==> src/rtl/mem_arbiter.sv <==
// Two-requester memory arbiter: a data port and a read-only fetch port share one RAM.
// Each access runs IDLE -> ACC -> RESP, and fetch is forced through after STARVE_LIMIT lost arbitrations.
module mem_arbiter #(
    parameter int unsigned MAX_SIZE     = 2048,
    parameter int unsigned STARVE_LIMIT = 4
) (
    input  logic        clk_i,
    input  logic        rst_n_i,
    input  logic        d_req_i,
    input  logic        d_we_i,
    input  logic [63:0] d_addr_i,
    input  logic [63:0] d_wdata_i,
    output logic        d_ack_o,
    output logic [63:0] d_rdata_o,
    output logic        d_err_o,
    input  logic        f_req_i,
    input  logic [63:0] f_addr_i,
    output logic        f_ack_o,
    output logic [63:0] f_rdata_o,
    output logic        f_err_o,
    output logic [63:0] ram_addr_o,
    output logic [63:0] ram_wdata_o,
    output logic        ram_re_o,
    output logic        ram_we_o,
    input  logic [63:0] ram_rdata_i,
    output logic        busy_o
);

    localparam logic [63:0] LAST_ADDR = 64'(MAX_SIZE) - 64'd8;
    localparam int unsigned CNT_W = $clog2(STARVE_LIMIT + 2);
    localparam logic [CNT_W-1:0] STARVE_MAX = CNT_W'(STARVE_LIMIT);

    typedef enum logic [1:0] {
        IDLE,
        ACC,
        RESP
    } state_t;

    state_t           state;
    logic [CNT_W-1:0] starve_cnt;
    logic             fetch_q;
    logic             we_q;
    logic [63:0]      addr_q;
    logic [63:0]      wdata_q;

    logic             grant_f;
    logic             in_acc;
    logic             addr_ok;
    logic [63:0]      acc_rdata;

    always_comb begin
        grant_f   = f_req_i && (!d_req_i || (starve_cnt == STARVE_MAX));
        in_acc    = (state == ACC);
        addr_ok   = (addr_q <= LAST_ADDR);
        acc_rdata = (!we_q && addr_ok) ? ram_rdata_i : '0;
    end

    // RAM side is decoded from the latched fields; the write strobe also drops
    // with reset so an access aborted in ACC never commits to memory.
    assign ram_addr_o  = in_acc ? addr_q : '0;
    assign ram_wdata_o = (in_acc && we_q) ? wdata_q : '0;
    assign ram_re_o    = in_acc && !we_q && addr_ok;
    assign ram_we_o    = in_acc && we_q && addr_ok && rst_n_i;
    assign busy_o      = (state != IDLE);

    always_ff @(posedge clk_i) begin
        if (!rst_n_i) begin
            state      <= IDLE;
            starve_cnt <= '0;
            fetch_q    <= 1'b0;
            we_q       <= 1'b0;
            addr_q     <= '0;
            wdata_q    <= '0;
            d_ack_o    <= 1'b0;
            d_rdata_o  <= '0;
            d_err_o    <= 1'b0;
            f_ack_o    <= 1'b0;
            f_rdata_o  <= '0;
            f_err_o    <= 1'b0;
        end else begin
            d_ack_o   <= 1'b0;
            d_rdata_o <= '0;
            d_err_o   <= 1'b0;
            f_ack_o   <= 1'b0;
            f_rdata_o <= '0;
            f_err_o   <= 1'b0;
            unique case (state)
                IDLE: begin
                    if (f_req_i && !grant_f) begin
                        starve_cnt <= (starve_cnt == STARVE_MAX) ? starve_cnt
                                                                 : starve_cnt + 1'b1;
                    end else begin
                        starve_cnt <= '0;
                    end
                    if (d_req_i || f_req_i) begin
                        fetch_q <= grant_f;
                        we_q    <= !grant_f && d_we_i;
                        addr_q  <= grant_f ? f_addr_i : d_addr_i;
                        wdata_q <= grant_f ? '0 : d_wdata_i;
                        state   <= ACC;
                    end
                end
                ACC: begin
                    if (fetch_q) begin
                        f_ack_o   <= 1'b1;
                        f_rdata_o <= acc_rdata;
                        f_err_o   <= !addr_ok;
                    end else begin
                        d_ack_o   <= 1'b1;
                        d_rdata_o <= acc_rdata;
                        d_err_o   <= !addr_ok;
                    end
                    state <= RESP;
                end
                RESP: begin
                    state <= IDLE;
                end
                default: begin
                    state <= IDLE;
                end
            endcase
        end
    end

endmodule
==> config.mk <==
export PLATFORM = sky130hd
export DESIGN_NAME = mem_arbiter
export DESIGN_NICKNAME = d
export VERILOG_FILES = /design/src/rtl/mem_arbiter.sv
export SDC_FILE = /design/constraint.sdc
export NUM_CORES = 1
export LEC_CHECK = 0
export CAP_MARGIN = 20
export CORE_AREA = 3 3 202 204
export CTS_CLUSTER_DIAMETER = 200
export DETAILED_ROUTE_END_ITERATION = 7
export DIE_AREA = 0 0 205 207
export PLACE_DENSITY = 0.69
export SYNTH_ARGS = -nofsm -noshare
export SYNTH_HDL_FRONTEND = slang
export SYNTH_SLANG_ARGS = --single-unit
==> constraint.sdc <==
create_clock -name clk_i -period 2.3 [get_ports clk_i]
set_input_delay 0.345 -clock clk_i [delete_from_list [all_inputs] [get_ports clk_i]]
set_output_delay 0.345 -clock clk_i [all_outputs]
set_load 0.005 [all_outputs]
# ---- Word level (Yosys, flattened, before mapping)
# Cells that the tools add are included.
dict set report word_totals {
  ff_bits 267
  latchBits 0
  ram_bits 0
  rom_bits 0
  input_bits 261
  output_inout_bits 263
  wordCells 53
  memories 0
}
dict set report op_classes {
  add_sub_neg 1
  n_mul 0
  n_div 0
  magnitude_cmp 1
  n_eq_ne 4
  n_shift 0
  mux 11
  n_bitwise 2
  n_reduce_logical 22
}
# cell count
set op_table {}
lappend op_table {{2-to-1 mux 64 bit} 5}
lappend op_table {{less-or-equal comparator 64 x 11 -> 1 bit (second input constant)} 1}
lappend op_table {{logical AND 1 bit} 9}
lappend op_table {{2-to-1 mux 3 bit} 2}
lappend op_table {{AND reduction 2 bit} 3}
lappend op_table {{logical NOT 1 bit} 4}
lappend op_table {{inequality test 2 bit (second input constant)} 2}
lappend op_table {{case mux 2 bit (2 select lines)} 1}
lappend op_table {{adder 3 x 1 -> 3 bit (second input constant)} 1}
lappend op_table {{equality test 3 bit (second input constant)} 1}
lappend op_table {{AND reduction 3 bit} 1}
lappend op_table {{OR reduction 3 bit} 1}
lappend op_table {{equality test 2 x 1 -> 1 bit (second input constant)} 1}
lappend op_table {{logical NOT 2 bit} 1}
lappend op_table {{logical OR 1 bit} 2}
lappend op_table {{2-to-1 mux 1 bit} 2}
lappend op_table {{2-to-1 mux 2 bit} 1}
lappend op_table {{NOT 1 bit} 2}
lappend op_table {{nonzero test 2 bit} 1}

# ---- Longest topological paths before layout
# Gate-level depths: netlist of the first run.
dict set report depth {
  ltp_word 7
  depth_mapped 8
  depth_no_buf 6
}

# ---- Least setup slack after synthesis of the first run
# Ideal clock, no wire load.
dict set report synth_timing {
  path_type {register to output}
  from {register addr_q[45]}
  to {output ram_we_o}
  t_arrival_ps 1761
  t_required_ps 1955
  setup_slack_ps 194
  stages_incl_launch_ff 8
  path_buffers 3
  path_cell_list {dfxtp_1 > nor4_1 > nand4_1 > or4_1 > buf_2 > buf_6 > buf_6 > nor3_2}
}
dict set report synth_between {
  elab_chain_len 3
}
# item line_no
set synth_lines {}
lappend synth_lines {{start, declared} 43} ;# logic [63:0] addr_q;
lappend synth_lines {{start signal, assigned} 98} ;# addr_q <= grant_f ? f_addr_i : d_addr_i;
lappend synth_lines {{less-or-equal comparator 64 x 11 -> 1 bit} 54} ;# addr_ok = (addr_q <= LAST_ADDR);
lappend synth_lines {{logical AND 1 bit (2 in series)} 63} ;# assign ram_we_o = in_acc && we_q && addr_ok && rst_n_i;
lappend synth_lines {{end, declared} 24} ;# output logic ram_we_o,
# No other way between the ends.

# ---- Worst setup path after layout of the first run
dict set report layout_timing {
  from {register addr_q[54]}
  to {output ram_re_o}
}
dict set report layout_between {
  elab_chain_len 2
}
# item line_no
set layout_lines {}
lappend layout_lines {{less-or-equal comparator 64 x 11 -> 1 bit} 54}
lappend layout_lines {{logical AND 1 bit} 62} ;# assign ram_re_o = in_acc && !we_q && addr_ok;
lappend layout_lines {{end, declared} 23} ;# output logic ram_re_o,
# No other way between the ends.

==> results of run 1 <==
[layer usage]
metal / track usage (%) / vias to the layer above / routed length, microns
met3: 3.976 / 71 / 3562
met4: 5.303 / 0 / 1277
met5: 0 / - / 0
li1: - / 5718 / -
met1: 24.30 / 5653 / 18100
met2: 35.33 / 513 / 22820
[where the power goes]
group / internal (mW) / leakage (nW) / switching [mW]
Combinational: 1.25 / 6.09 / 1.19
Sequential: 4.85 / 2.18 / 0.149
Clock: 2.50 / 0.422 / 1.87
Total: 8.59 / 8.69 / 3.21
[sequential cells by signal, indices dropped and copies added (netlist names)]
signal,flops
we_q,1
d_rdata_o,64
f_rdata_o,64
f_err_o,1
d_err_o,1
starve_cnt,3
f_ack_o,1
state,2
wdata_q,64
d_ack_o,1
fetch_q,1
addr_q,64
[cell type report]
cell class / instances / area (sq um) / area share, %
clock buffers: 38 / 789.5 / 4.102
multi-input cells: 950 / 5643 / 29.32
flip-flops and latches: 267 / 5358 / 27.84
inverters: 6 / 25.02 / 0.1300
repair buffers: 649 / 6700 / 34.82
clock inverters: 7 / 72.57 / 0.3771
well taps: 525 / 656.9 / 3.413
[repair_timing]
| action | in CTS | in global routing |
|---|---|---|
| pin swaps | 6 | 4 |
| gates resized for setup | 56 | 169 |
| endpoints found under the setup margin | 227 | 228 |
| setup buffers | 9 | 16 |
| gates cloned | 6 | 6 |
[cells in the final DEF (no fill, tap or decap), types with 4 or more instances in the layout]
cell type	n
clkdlybuf4s50_1	393
dfxtp_1	261
nand2_1	254
nor2_1	134
nor3_2	82
buf_4	82
dlymetal6s2s_1	68
nand3_1	67
a2bb2oi_1	65
a311oi_1	64
nor2b_1	62
and3_1	61
and2_1	61
nor3_1	46
clkbuf_2	39
clkbuf_16	35
buf_12	22
dlygate4sd2_1	17
buf_6	8
nor4_1	7
nor4_2	6
nand4_1	6
clkbuf_1	6
buf_16	6
and2_4	4
nor4_4	4
dfxtp_2	4
[how the worst min path moves through the flow]
stage	startpoint	cells after the start	endpoint	slack, ns
4_1_cts	d_addr_i[7]	3	addr_q[7]$_SDFFE_PN0P_	0.33
3_5_place_dp	wdata_q[32]$_SDFFE_PN0P_	2	wdata_q[32]$_SDFFE_PN0P_	0.47
3_3_place_gp	wdata_q[53]$_SDFFE_PN0P_	2	wdata_q[53]$_SDFFE_PN0P_	0.46
6_report	d_addr_i[7]	3	addr_q[7]$_SDFFE_PN0P_	0.37
2_1_floorplan	starve_cnt[1]$_SDFFE_PN0P_	2	starve_cnt[1]$_SDFFE_PN0P_	0.45
5_1_grt	d_addr_i[60]	3	addr_q[60]$_SDFFE_PN0P_	0.37
[cells by family after synthesis]
kind of cell,Yosys count
buffers and inverters,145
muxes,1
DFF,267
adders and majority gates,2
AOI/OAI and AO/OA,136
and+or+nand+nor,811
[worst max-delay path, stage by stage (launching register included)]
cell	delay, ns
dfxtp_1	0.31
nor4_1	0.26
buf_4	0.15
nand4_1	0.12
or4_4	0.57
buf_6	0.16
nor4_4	0.12
buf_2	0.15
[stage by stage]
stage | instance area, sq um | worst slack, ns | utilization [%] | total power, mW
2_1_floorplan | 11450 | 0.1939 | - | 6.109
3_3_place_gp | 17700 | -0.4321 | 44.87 | 7.284
3_5_place_dp | 17700 | -0.3954 | 44.87 | 7.301
4_1_cts | 18910 | -0.4510 | 47.94 | 11.83
5_1_grt | 19240 | -0.5824 | 48.77 | 12.33
6_report | 19240 | -0.4482 | 48.77 | 11.80
==> metrics.md, run 1 <==
| Metric | Value |
|---|---|
| Failing checks | setup timing |
| Post-Layout Cell Count | 2,442 |
| Highest Clock Rate | 0.3639 GHz |
| Period minus WS final | 2.748 ns |
| Final hold vios | 0 |
| Hold slack final | 0.3658 ns |
| Final worst path period share | 119.5% |
| Post-synth ARST share | 0% |
| Synth top cells by count | dfxtp_1 (267), nand2_1 (256), nor2_1 (135) |
| Hold buffers post-CTS | 0 |
| GRT Util Overall | 19.86% |
| Clk Latency, worst-skew pair | 0.55 ns |
| R2R Path Start | addr_q[54]$_SDFFE_PN0P_ |
| Crit path required time | 1.96 ns |
| Synthesized Nets | 1,625 |
| Num Clock Sinks | 267 |
| First-pass GRT wire length | 68.17 mm |
| Status | complete, but fails checks |
| Mux cell area share after synthesis | 0.09833% |
| Max VDD drop | 344.3 uV |
| Wirelength, routed | 45.76 mm |
| Xor/xnor cell area share of the yosys netlist | 0% |
| EDFF count, synth | 0 |
| R2R setup slack | -0.32 ns |
| Vias in the first global route | 11,740 |
| Slew Limit Fails | 0 |
| Routed vias | 11,960 |
| Die H | 207 microns |
| P per Cell Area | 613.2 nW/um^2 |
| Die area | 42,440 sq um |
| Cells after synthesis | 1,362 |
| Post-DP HPWL | 30.37 mm |
| Clock transition at path regs | 0.06 ns |
| Area share of fa/ha/maj cells after synthesis | 0.2185% |
| Core Footprint | 39,460 sq um |
| Seq/Total Area, Yosys | 46.67% |
| Post-route ant nets | 0 |
| First-pass DRT Iterations | 7 |
| Fillers | 3,742 |
| Area growth, synth to finish | 68.04% |
| Critical Path Start Type | register |
| Number of buffers created by CTS | 29 |
| Gr ovfl total | 0 |
| Via density | 4.896 |
| Slew margin rel. | 43.05% |
| Syn_area_per_cell | 8.408 sq um |
| Inst Count DP | 2,361 |
| CTS tree | done |
| Main combinational cell family by area after synthesis | simple AND/OR/NAND/NOR gates |
| Unrepaired setup endpoints after global routing | yes |
| Max-cap viol count | 0 |
| Final nets | 2,166 |
| # setup viols final | 99 |
| Worst-Margin Slew | 0.8542 ns |
| Layout cell share with drive strength beyond 1 | 16.90% |
| Die width | 205 microns |
| Crit path kind | reg -> out |
| Site row count | 73 |
| Simple-gate share of the synthesized area | 37.27% |
| Crit. Startpoint | addr_q[54]$_SDFFE_PN0P_ |
| Top cells by area, synth | dfxtp_1 (47%), nand2_1 (8.4%), nor3_2 (7.0%) |
| Synth Area in Compound Gates | 10.30% |
| Max Buffers Root-to-Sink | 3 |
| Leak Pwr | 8.695 nW |
| Count leader, synth | dfxtp_1 |
| DRC Markers | 0 |
| IO Count | 524 |
| Area share of the largest cell type after synthesis | 46.67% |
| I/O Buffers | 523 |
| WL/cell | 18.74 microns |
| Routability congestion estimate | 0.9076 |
| Largest net degree at the start of global routing | 131 |
| Critical path peak fanout | 2 |
| Setup Skew | 0.01482 ns |
| Class of the worst hold path | in -> reg |
| Initial antenna violation count | 0 |
| DR iter-0 viols | 592 |
| CP arrival | 2.40 ns |
| Initial core utilization | 29.02% |
| Crit path to | ram_re_o |
| Post-Syn Area | 11,450 sq um |
| Worst flop-to-flop path endpoint | d_rdata_o[10]$_SDFF_PP0_ |
| Syn. warnings | 0 |
| Ant diodes | 0 |
| Main synth FF type | dfxtp_1 |
| Synth unique cells | 32 |
| Setup crit end kind | output port |
| R2R depth | 8 |
| Synth Register Bits | 267 |
| Clk root buf | clkbuf_16 |
| Area leader, netlist | dfxtp_1 |
| Htree depth | 1 |
| Setup ws final | -0.4482 ns |
| Setup TNS | -19.20 ns |
No activity file was read; power rests on OpenSTA's default activity.
==> inputs of run 2 (changes only) <==
ABC_CLOCK_PERIOD_IN_PS = 2300   (was default)
SLEW_MARGIN = 0   (was default)
==> results of run 2 <==
No change in the layout: final DEF, timing and power equal those of run 1.
